File: src/rtl/player_updater.sv
// Player position/heading updater: applies turn and move switches on each start,
// then checks the trial position against the level grid one axis at a time so the player slides along walls.
module player_updater #(
    parameter int TURN_SPEED = 4,
    parameter int MOVE_SPEED = 32
) (
    input  logic        clock,
    input  logic        reset,
    input  logic        start,
    output logic        done,
    input  logic        turn_right,
    input  logic        turn_left,
    input  logic        move_forward,
    input  logic        move_backward,
    input  logic [13:0] cur_pos_x,
    input  logic [12:0] cur_pos_y,
    input  logic [7:0]  cur_angle,
    output logic [13:0] next_pos_x,
    output logic [12:0] next_pos_y,
    output logic [7:0]  next_angle,
    output logic [5:0]  grid_x,
    output logic [4:0]  grid_y,
    input  logic [2:0]  grid_out
);

    typedef enum logic [2:0] {IDLE, CALC, RDX, CHKX, RDY, CHKY, DONE} state_t;

    // First quadrant of round(127*sin(2*pi*k/256)), k = 0..64.
    localparam logic [6:0] SIN_Q [0:64] = '{
          0,   3,   6,   9,  12,  16,  19,  22,  25,  28,  31,  34,  37,  40,  43,  46,
         49,  51,  54,  57,  60,  63,  65,  68,  71,  73,  76,  78,  81,  83,  85,  88,
         90,  92,  94,  96,  98, 100, 102, 104, 106, 107, 109, 110, 112, 113, 115, 116,
        117, 118, 120, 121, 122, 122, 123, 124, 125, 125, 126, 126, 126, 127, 127, 127,
        127
    };

    function automatic logic signed [7:0] sin_lut(input logic [7:0] ang);
        logic [6:0] idx;
        logic [6:0] mag;
        idx = ang[6] ? 7'd64 - {1'b0, ang[5:0]} : {1'b0, ang[5:0]};
        mag = SIN_Q[idx];
        return ang[7] ? -$signed({1'b0, mag}) : $signed({1'b0, mag});
    endfunction

    state_t              state_q, state_d;
    logic [13:0]         cur_x_q, cur_x_d;
    logic [12:0]         cur_y_q, cur_y_d;
    logic [7:0]          angle_q, angle_d;
    logic                fwd_q, fwd_d;
    logic                bwd_q, bwd_d;
    logic [14:0]         cand_x_q, cand_x_d;
    logic [13:0]         cand_y_q, cand_y_d;
    logic [13:0]         acc_x_q, acc_x_d;
    logic [13:0]         next_pos_x_q, next_pos_x_d;
    logic [12:0]         next_pos_y_q, next_pos_y_d;
    logic [7:0]          next_angle_q, next_angle_d;

    logic signed [7:0]   cos_v, sin_v;
    logic signed [15:0]  mul_x, mul_y;
    logic signed [7:0]   dx, dy, step_x, step_y;

    // NOTE: flops use non-blocking assignments so every register samples pre-edge values.
    always_ff @(posedge clock) begin
        if (reset) state_q <= IDLE;
        else       state_q <= state_d;
    end

    always_comb begin
        state_d = IDLE;
        unique case (state_q)
            IDLE:    state_d = start ? CALC : IDLE;
            CALC:    state_d = RDX;
            RDX:     state_d = CHKX;
            CHKX:    state_d = RDY;
            RDY:     state_d = CHKY;
            CHKY:    state_d = DONE;
            DONE:    state_d = IDLE;
            default: state_d = IDLE;
        endcase
    end

    always_comb begin
        done   = 1'b0;
        grid_x = '0;
        grid_y = '0;
        unique case (state_q)
            RDX, CHKX: begin
                grid_x = cand_x_q[13:8];
                grid_y = cur_y_q[12:8];
            end
            RDY, CHKY: begin
                grid_x = acc_x_q[13:8];
                grid_y = cand_y_q[12:8];
            end
            DONE:    done = 1'b1;
            default: ;
        endcase
    end

    // NOTE: every always_comb output gets a default first, so no path can infer a latch.
    always_comb begin
        cur_x_d      = cur_x_q;
        cur_y_d      = cur_y_q;
        angle_d      = angle_q;
        fwd_d        = fwd_q;
        bwd_d        = bwd_q;
        cand_x_d     = cand_x_q;
        cand_y_d     = cand_y_q;
        acc_x_d      = acc_x_q;
        next_pos_x_d = next_pos_x_q;
        next_pos_y_d = next_pos_y_q;
        next_angle_d = next_angle_q;

        cos_v  = sin_lut(angle_q + 8'd64);
        sin_v  = sin_lut(angle_q);
        mul_x  = 16'(cos_v) * 16'(MOVE_SPEED);
        mul_y  = 16'(sin_v) * 16'(MOVE_SPEED);
        dx     = 8'(mul_x >>> 7);
        dy     = 8'(mul_y >>> 7);
        step_x = fwd_q ? dx : (bwd_q ? -dx : 8'sd0);
        step_y = fwd_q ? dy : (bwd_q ? -dy : 8'sd0);

        unique case (state_q)
            IDLE: if (start) begin
                cur_x_d = cur_pos_x;
                cur_y_d = cur_pos_y;
                fwd_d   = move_forward & ~move_backward;
                bwd_d   = move_backward & ~move_forward;
                unique case ({turn_right, turn_left})
                    2'b10:   angle_d = cur_angle + 8'(TURN_SPEED);
                    2'b01:   angle_d = cur_angle - 8'(TURN_SPEED);
                    default: angle_d = cur_angle;
                endcase
            end
            // The extra top bit flags both underflow (wraps high) and overflow past the map edge.
            CALC: begin
                cand_x_d = {1'b0, cur_x_q} + 15'(step_x);
                cand_y_d = {1'b0, cur_y_q} + 14'(step_y);
            end
            CHKX: acc_x_d = (!cand_x_q[14] && grid_out == 3'd0) ? cand_x_q[13:0] : cur_x_q;
            CHKY: begin
                next_pos_x_d = acc_x_q;
                next_pos_y_d = (!cand_y_q[13] && grid_out == 3'd0) ? cand_y_q[12:0] : cur_y_q;
                next_angle_d = angle_q;
            end
            default: ;
        endcase
    end

    always_ff @(posedge clock) begin
        if (reset) begin
            cur_x_q      <= '0;
            cur_y_q      <= '0;
            angle_q      <= '0;
            fwd_q        <= 1'b0;
            bwd_q        <= 1'b0;
            cand_x_q     <= '0;
            cand_y_q     <= '0;
            acc_x_q      <= '0;
            next_pos_x_q <= '0;
            next_pos_y_q <= '0;
            next_angle_q <= '0;
        end else begin
            cur_x_q      <= cur_x_d;
            cur_y_q      <= cur_y_d;
            angle_q      <= angle_d;
            fwd_q        <= fwd_d;
            bwd_q        <= bwd_d;
            cand_x_q     <= cand_x_d;
            cand_y_q     <= cand_y_d;
            acc_x_q      <= acc_x_d;
            next_pos_x_q <= next_pos_x_d;
            next_pos_y_q <= next_pos_y_d;
            next_angle_q <= next_angle_d;
        end
    end

    assign next_pos_x = next_pos_x_q;
    assign next_pos_y = next_pos_y_q;
    assign next_angle = next_angle_q;

endmodule

File: config.mk
export PLATFORM = sky130hd
export DESIGN_NAME = player_updater
export DESIGN_NICKNAME = d
export VERILOG_FILES = /design/src/rtl/player_updater.sv
export SDC_FILE = /design/constraint.sdc
export NUM_CORES = 1
export LEC_CHECK = 0
export CELL_PAD_IN_SITES_DETAIL_PLACEMENT = 0
export CELL_PAD_IN_SITES_GLOBAL_PLACEMENT = 1
export CORE_MARGIN = 2
export CORE_UTILIZATION = 39
export CTS_CLUSTER_SIZE = 40
export DETAILED_ROUTE_END_ITERATION = 6
export GPL_TIMING_DRIVEN = 0
export PLACE_DENSITY = 0.82
export SKIP_LAST_GASP = 1
export SYNTH_ARGS = -nofsm -noshare
export SYNTH_HDL_FRONTEND = slang
export SYNTH_SLANG_ARGS = --single-unit
File: constraint.sdc
create_clock -name clock -period 6.3 [get_ports clock]
set_input_delay 0.63 -clock clock [delete_from_list [all_inputs] [get_ports clock]]
set_output_delay 0.63 -clock clock [all_outputs]
set_load 0.1 [all_outputs]
# After elaboration in Yosys (flattened, before gate mapping)
# Memory sizes are Yosys's and may differ from the RTL's.
# Cells that the tools add are included.
# word_totals
n_memories	2
elab_cells	70
out_inout_bits	47
mem_bits_ro	1792
ff_bits	118
input_bits	45
# memory_table
memory	words	width	rd	rd_ports_with_merged_regs	write_ports	line_no	text
(no name shown)	128	7	1	0	0	41	mag = SIN_Q[idx];
(no name shown)	128	7	1	0	0	41	
# op_classes
n_eq_ne	8
n_reduce_logical	9
n_lt_le_gt_ge	2
n_addsub	11
n_bitwise	6
mux	20
# op_table
cell	n
two-way mux 8 bit	6
two-way mux 7 bit	6
case mux 3 bit (6 select lines)	1
greater-or-equal comparator 8 bit, second input constant	2
negation 6 -> 8 bit	2
negation 7 -> 8 bit	2
NOT 7 -> 8 bit	2
case mux 8 bit (2 select lines)	1
adder 14 x 15 -> 15 bit	1
adder 13 x 14 -> 14 bit	1
two-way mux 14 bit	1
subtractor 7 x 6 -> 7 bit, first input constant	2
two-way mux 13 bit	1
case mux 6 bit (2 select lines)	1
case mux 5 bit (2 select lines)	1
== test 3 bit, second input constant	3
adder 8 x 3 -> 8 bit, second input constant	1
adder 8 x 7 -> 8 bit, second input constant	1
subtractor 8 x 3 -> 8 bit, second input constant	1
== test 3 x 2 -> 1 bit, second input constant	2
zero test 3 bit	2
OR reduction 2 bit	2
== test 3 x 1 -> 1 bit, second input constant	1
AND 1 bit	2
7 further kinds	11

# Depth between registers and ports, before layout
# logic_depth
word_depth	13
depth_mapped	31
mapped_depth_nobuf	29

# Worst setup path after synthesis
# Ideal clock, no wire load.
# synth_timing
kind	register to register
start	register angle_q[0]
end	register cand_y_q[12]
setup_time_ps	60
period_less_slack_ps	6284
setup_slack_ps	16
arrival_ps	6224
stages_incl_launch_ff	30
required_time_ps	6240
path_buffers	2
cell_sequence	dfxtp_1 -> clkbuf_1 -> inv_1 -> ha_1 -> mux2_4 -> ha_1 -> clkbuf_1 -> mux2i_1 -> a22oi_1 -> a21o_1 -> o211ai_1 -> o22ai_1 -> o32ai_4 -> nand2_1 -> xor2_1 -> ha_1 -> nand2_1 -> o21ai_0 -> fa_1 -> a21o_1 -> a21oi_1 -> o21bai_1 -> a21oi_1 -> o21bai_1 -> a21oi_1 -> o21bai_1 -> a2111oi_0 -> nor3_1 -> nor4b_1 -> a311o_1
# synth_between
elab_chain_cells	12
# synth_lines
element	line_no	text
start, declared	48	logic [7:0] angle_q, angle_d;
start signal, assigned	166	angle_q <= angle_d;
subtractor 7 x 6 -> 7 bit	40	idx = ang[6] ? 7'd64 - {1'b0, ang[5:0]} : {1'b0, ang[5:0]};
two-way mux 7 bit (*)	40	
NOT 7 -> 8 bit (implied by the code) (*)	41	
memory (128 x 7 bit) (*)	n/a	
two-way mux 7 bit (implied by the code) (*) (2 in series)	41	
negation 7 -> 8 bit	42	return ang[7] ? -$signed({1'b0, mag}) : $signed({1'b0, mag});
two-way mux 8 bit (*)	42	
negation 6 -> 8 bit	121	step_y = fwd_q ? dy : (bwd_q ? -dy : 8'sd0);
two-way mux 8 bit	121	
two-way mux 8 bit (*)	121	
adder 13 x 14 -> 14 bit (*)	138	cand_y_d = {1'b0, cur_y_q} + 14'(step_y);
end signal, assigned	170	cand_y_q <= cand_y_d;
end, declared	52	logic [13:0] cand_y_q, cand_y_d;
# Every way passes the cells marked *; elsewhere a longest branch is shown, timed or not. The select of a mux whose other input is x is not followed.
# A chain may end at the register's enable or synchronous reset.

# Worst setup path after layout
# layout_timing
start	register angle_q[0]
end	register cand_x_q[14]
# layout_between
elab_chain_cells	13
# layout_lines
element	line_no	text
adder 8 x 7 -> 8 bit (*)	114	cos_v = sin_lut(angle_q + 8'd64);
subtractor 7 x 6 -> 7 bit	40	
two-way mux 7 bit	40	
NOT 7 -> 8 bit (implied by the code)	41	
memory (128 x 7 bit)	n/a	
two-way mux 7 bit (implied by the code) (2 in series)	41	
negation 7 -> 8 bit	42	
two-way mux 8 bit (*)	42	
negation 6 -> 8 bit	120	step_x = fwd_q ? dx : (bwd_q ? -dx : 8'sd0);
two-way mux 8 bit	120	
two-way mux 8 bit (*)	120	
adder 14 x 15 -> 15 bit (*)	137	cand_x_d = {1'b0, cur_x_q} + 15'(step_x);
end signal, assigned	169	cand_x_q <= cand_x_d;
end, declared	51	logic [14:0] cand_x_q, cand_x_d;
# Marks and branches as above.

==> metrics.yaml <==
ys.warnings.count: 0
worstHoldPathCells: 2
grt_pass1_wl_um: 43800
post_dp_cell_area_um2: 10100
port_buffers: 91
hold_end: "cand_y_q[7]"
critPathLaunchType: "flip-flop"
fin_area_um2: 11100
period_needed_ns: 6.03
cp_max_fo: 10
vias: 8843
grt_overflow: 0
outcome: "finished clean"
tightest_slew_ns: 1.05
place_ws_ns: -1.65
hold_viol_final: 0
fin_cells: 1554
yosysTopAreaCellShare_pct: 26.8
crit_slowest_cell: "o41ai_2"
grt_usage_pct: 23.1
seq_power_share_pct: 25.9
drv_slew: 0
core.rowCount: 54
fin_util_pct: 50.3
synth_top_area_cell: "dfxtp_1"
finalSetupTns_ns: 0
htree_levels: 4
cts_made_buffers: 17
yosysMostFrequentCell: "nand2_1"
ir_worst_vdd_uv: 165
ys_types: 103
critPathBufInv: 3
async_flop_share_pct: 0
cap_violations: 0
reg2reg_to: "cand_x_q[14]"
syn_inst: 1132
syn_nets: 1234
cts_hold_buf: 0
yosysSeqAreaShare_pct: 26.8
combinationalPowerShare_pct: 41.8
die_h_um: 154
critical_path_depth: 26
power.switching_mw: 1.18
finalPower_mw: 3.14
place_inst: 1504
timing.rr.start: "angle_q[0]"
drive_gt1_share_pct: 12.6
initial_utilization_pct: 40.1
hp-class: "reg -> reg"
antenna_cells: 0
syn_area_um2: 8800
insertion_delay_ns: 0.42
critical_path_required_ns: 6.63
gp_congestion: 0.889
antenna_left: 0
cts.path.max_buffers: 2
dieArea_um2: 23800
cts-root-buf: "clkbuf_16"
ys.flop_type: "dfxtp_1"
whs_ns: 0.450
synth-seq-cells: 118
min_from: "cand_y_q[7]"
sw_frac_of_total_pct: 37.5
dr.pass1.iters: 5
avgRoutedWirePerCell_um: 17.9
hpwl_um: 20800
p_per_area_nw_per_um2: 284
slowest_delay_ns: 0.46
fp.coreArea_um2: 22000
clk_pin_slew_ns: 0.06
synth_area_leaders: "dfxtp_1, nand2_1, ha_1, a21oi_1, mux2i_1"
drc: 0
grt_pass1_vias: 8098
worstRegToRegCells: 26
wirelength_um: 27800
relSlewSlack_pct: 29.0
period_share_pct: 95.6
nNetsFinal: 1363
cts.sinks: 118
fin_worst_skew_ns: 0.0108
cts_tree: "built"
yosys-top-cells-count: "nand2_1, a21oi_1, dfxtp_1, nor2_1, ha_1"
grt_max_degree: 17
cp_top_family: "compound AO/OA/AOI/OAI gates"
layout_setup_ws_ns: 0.274
antenna_found_initial: 0
area_growth_pct: 25.7
drt_iter0_drc: 683
syn_avg_cell_area_um2: 7.77
synth_edf_count: 0
worstPathArrival_ns: 6.36
worstSetupPathType: "reg -> reg"
cellLeakagePower_nw: 4.07
io_pins: 92
ff2ff_setup_slack_ns: 0.27
power.share.clock_pct: 32.3
fmax_mhz: 166
p_int_mw: 1.96
via_per_inst: 5.69
die-width_um: 154
finalSetupViolCount: 0
critPathCaptureType: "flip-flop"
worst max-delay path by stage:
stage,start,to,slack [ns]
3_5_place_dp,angle_q[0],cand_y_q[13],-1.65
6_report,angle_q[0],cand_x_q[14],0.27
5_1_grt,angle_q[0],cand_y_q[13],-0.03
4_1_cts,angle_q[0],cand_x_q[13],-0.05
2_1_floorplan,angle_q[0],cand_y_q[12],0.02
3_3_place_gp,angle_q[0],cand_x_q[13],-1.48
cell families after synthesis:
kind of cell / count (synthesis) / synth area share (%)
and+or+nand+nor: 427 / 23.0
adders and majority gates: 57 / 8.36
xor gates and xnor gates: 42 / 4.74
DFF: 118 / 26.8
buffers and inverters: 101 / 5.08
AOI/OAI and AO/OA: 336 / 26.1
muxes: 51 / 5.93
worst min-delay path: stages (launching register included):
cell     delay [ns]
dfxtp_1        0.31
nand2_1        0.05
a21oi_1        0.05
layout by cell type, fill, tap and decap left out, types with 5 or more instances in the layout:
master	count
nand2_1	205
dfxtp_1	116
a21oi_1	111
clkdlybuf4s50_1	91
nor2_1	84
clkbuf_1	50
ha_1	49
mux2i_1	45
a211oi_1	42
o21ai_0	33
buf_4	29
nor3_1	27
xnor2_1	22
inv_1	20
clkbuf_16	17
or3_1	13
nand3_1	13
a22oi_1	12
nor2b_1	11
nand2b_1	11
xor2_1	11
a21oi_2	10
and3_1	10
a21o_1	10
o211ai_1	9
o21ai_1	9
o21bai_1	9
buf_2	8
a31oi_1	7
clkinv_4	7
o22ai_1	6
o31ai_1	6
and2_1	6
xnor2_2	5
or2_2	5
o21a_1	5
repair_timing:
action,in CTS,in global routing
gates resized for setup,22,32
setup endpoints to repair,23,10
pin swaps,2,10
buffers inserted,5,14
routing by layer:
layer	track usage, %	routed length [um]	vias to the layer above
li1	-	-	4345
met1	32.2	13300	4198
met2	37.3	12700	260
met3	3.22	1330	40
met4	6.81	561	0
met5	0	0	-
sequential cells by signal, summed over array words and instances, names as in the netlist:
register	count
next_pos_x	14
cand_x_q	15
cand_y_q	14
cur_x_q	14
next_angle	8
acc_x_q	14
fwd_q	1
cur_y_q	13
bwd_q	1
next_pos_y	13
state_q	3
angle_q	8
layout make-up:
| cell class | count | area (um^2) |
|---|---|---|
| plain buffers | 75 | 367 |
| clock buffers | 18 | 439 |
| clock inverters | 14 | 178 |
| fillers | 2146 | 10900 |
| inverters | 25 | 105 |
| multi-input cells | 913 | 6190 |
| flip-flops and latches | 118 | 2370 |
| well taps | 280 | 350 |
| repair buffers | 111 | 1060 |
power groups by stage:
stage	sequential [mW]	combinational, mW	clock (mW)
2_1_floorplan	0.828	0.898	0
3_3_place_gp	0.832	1.16	0
3_5_place_dp	0.833	1.17	0
4_1_cts	0.814	1.20	1.02
5_1_grt	0.819	1.43	1.05
6_report	0.814	1.31	1.01
(Power assumes the default switching activity.)
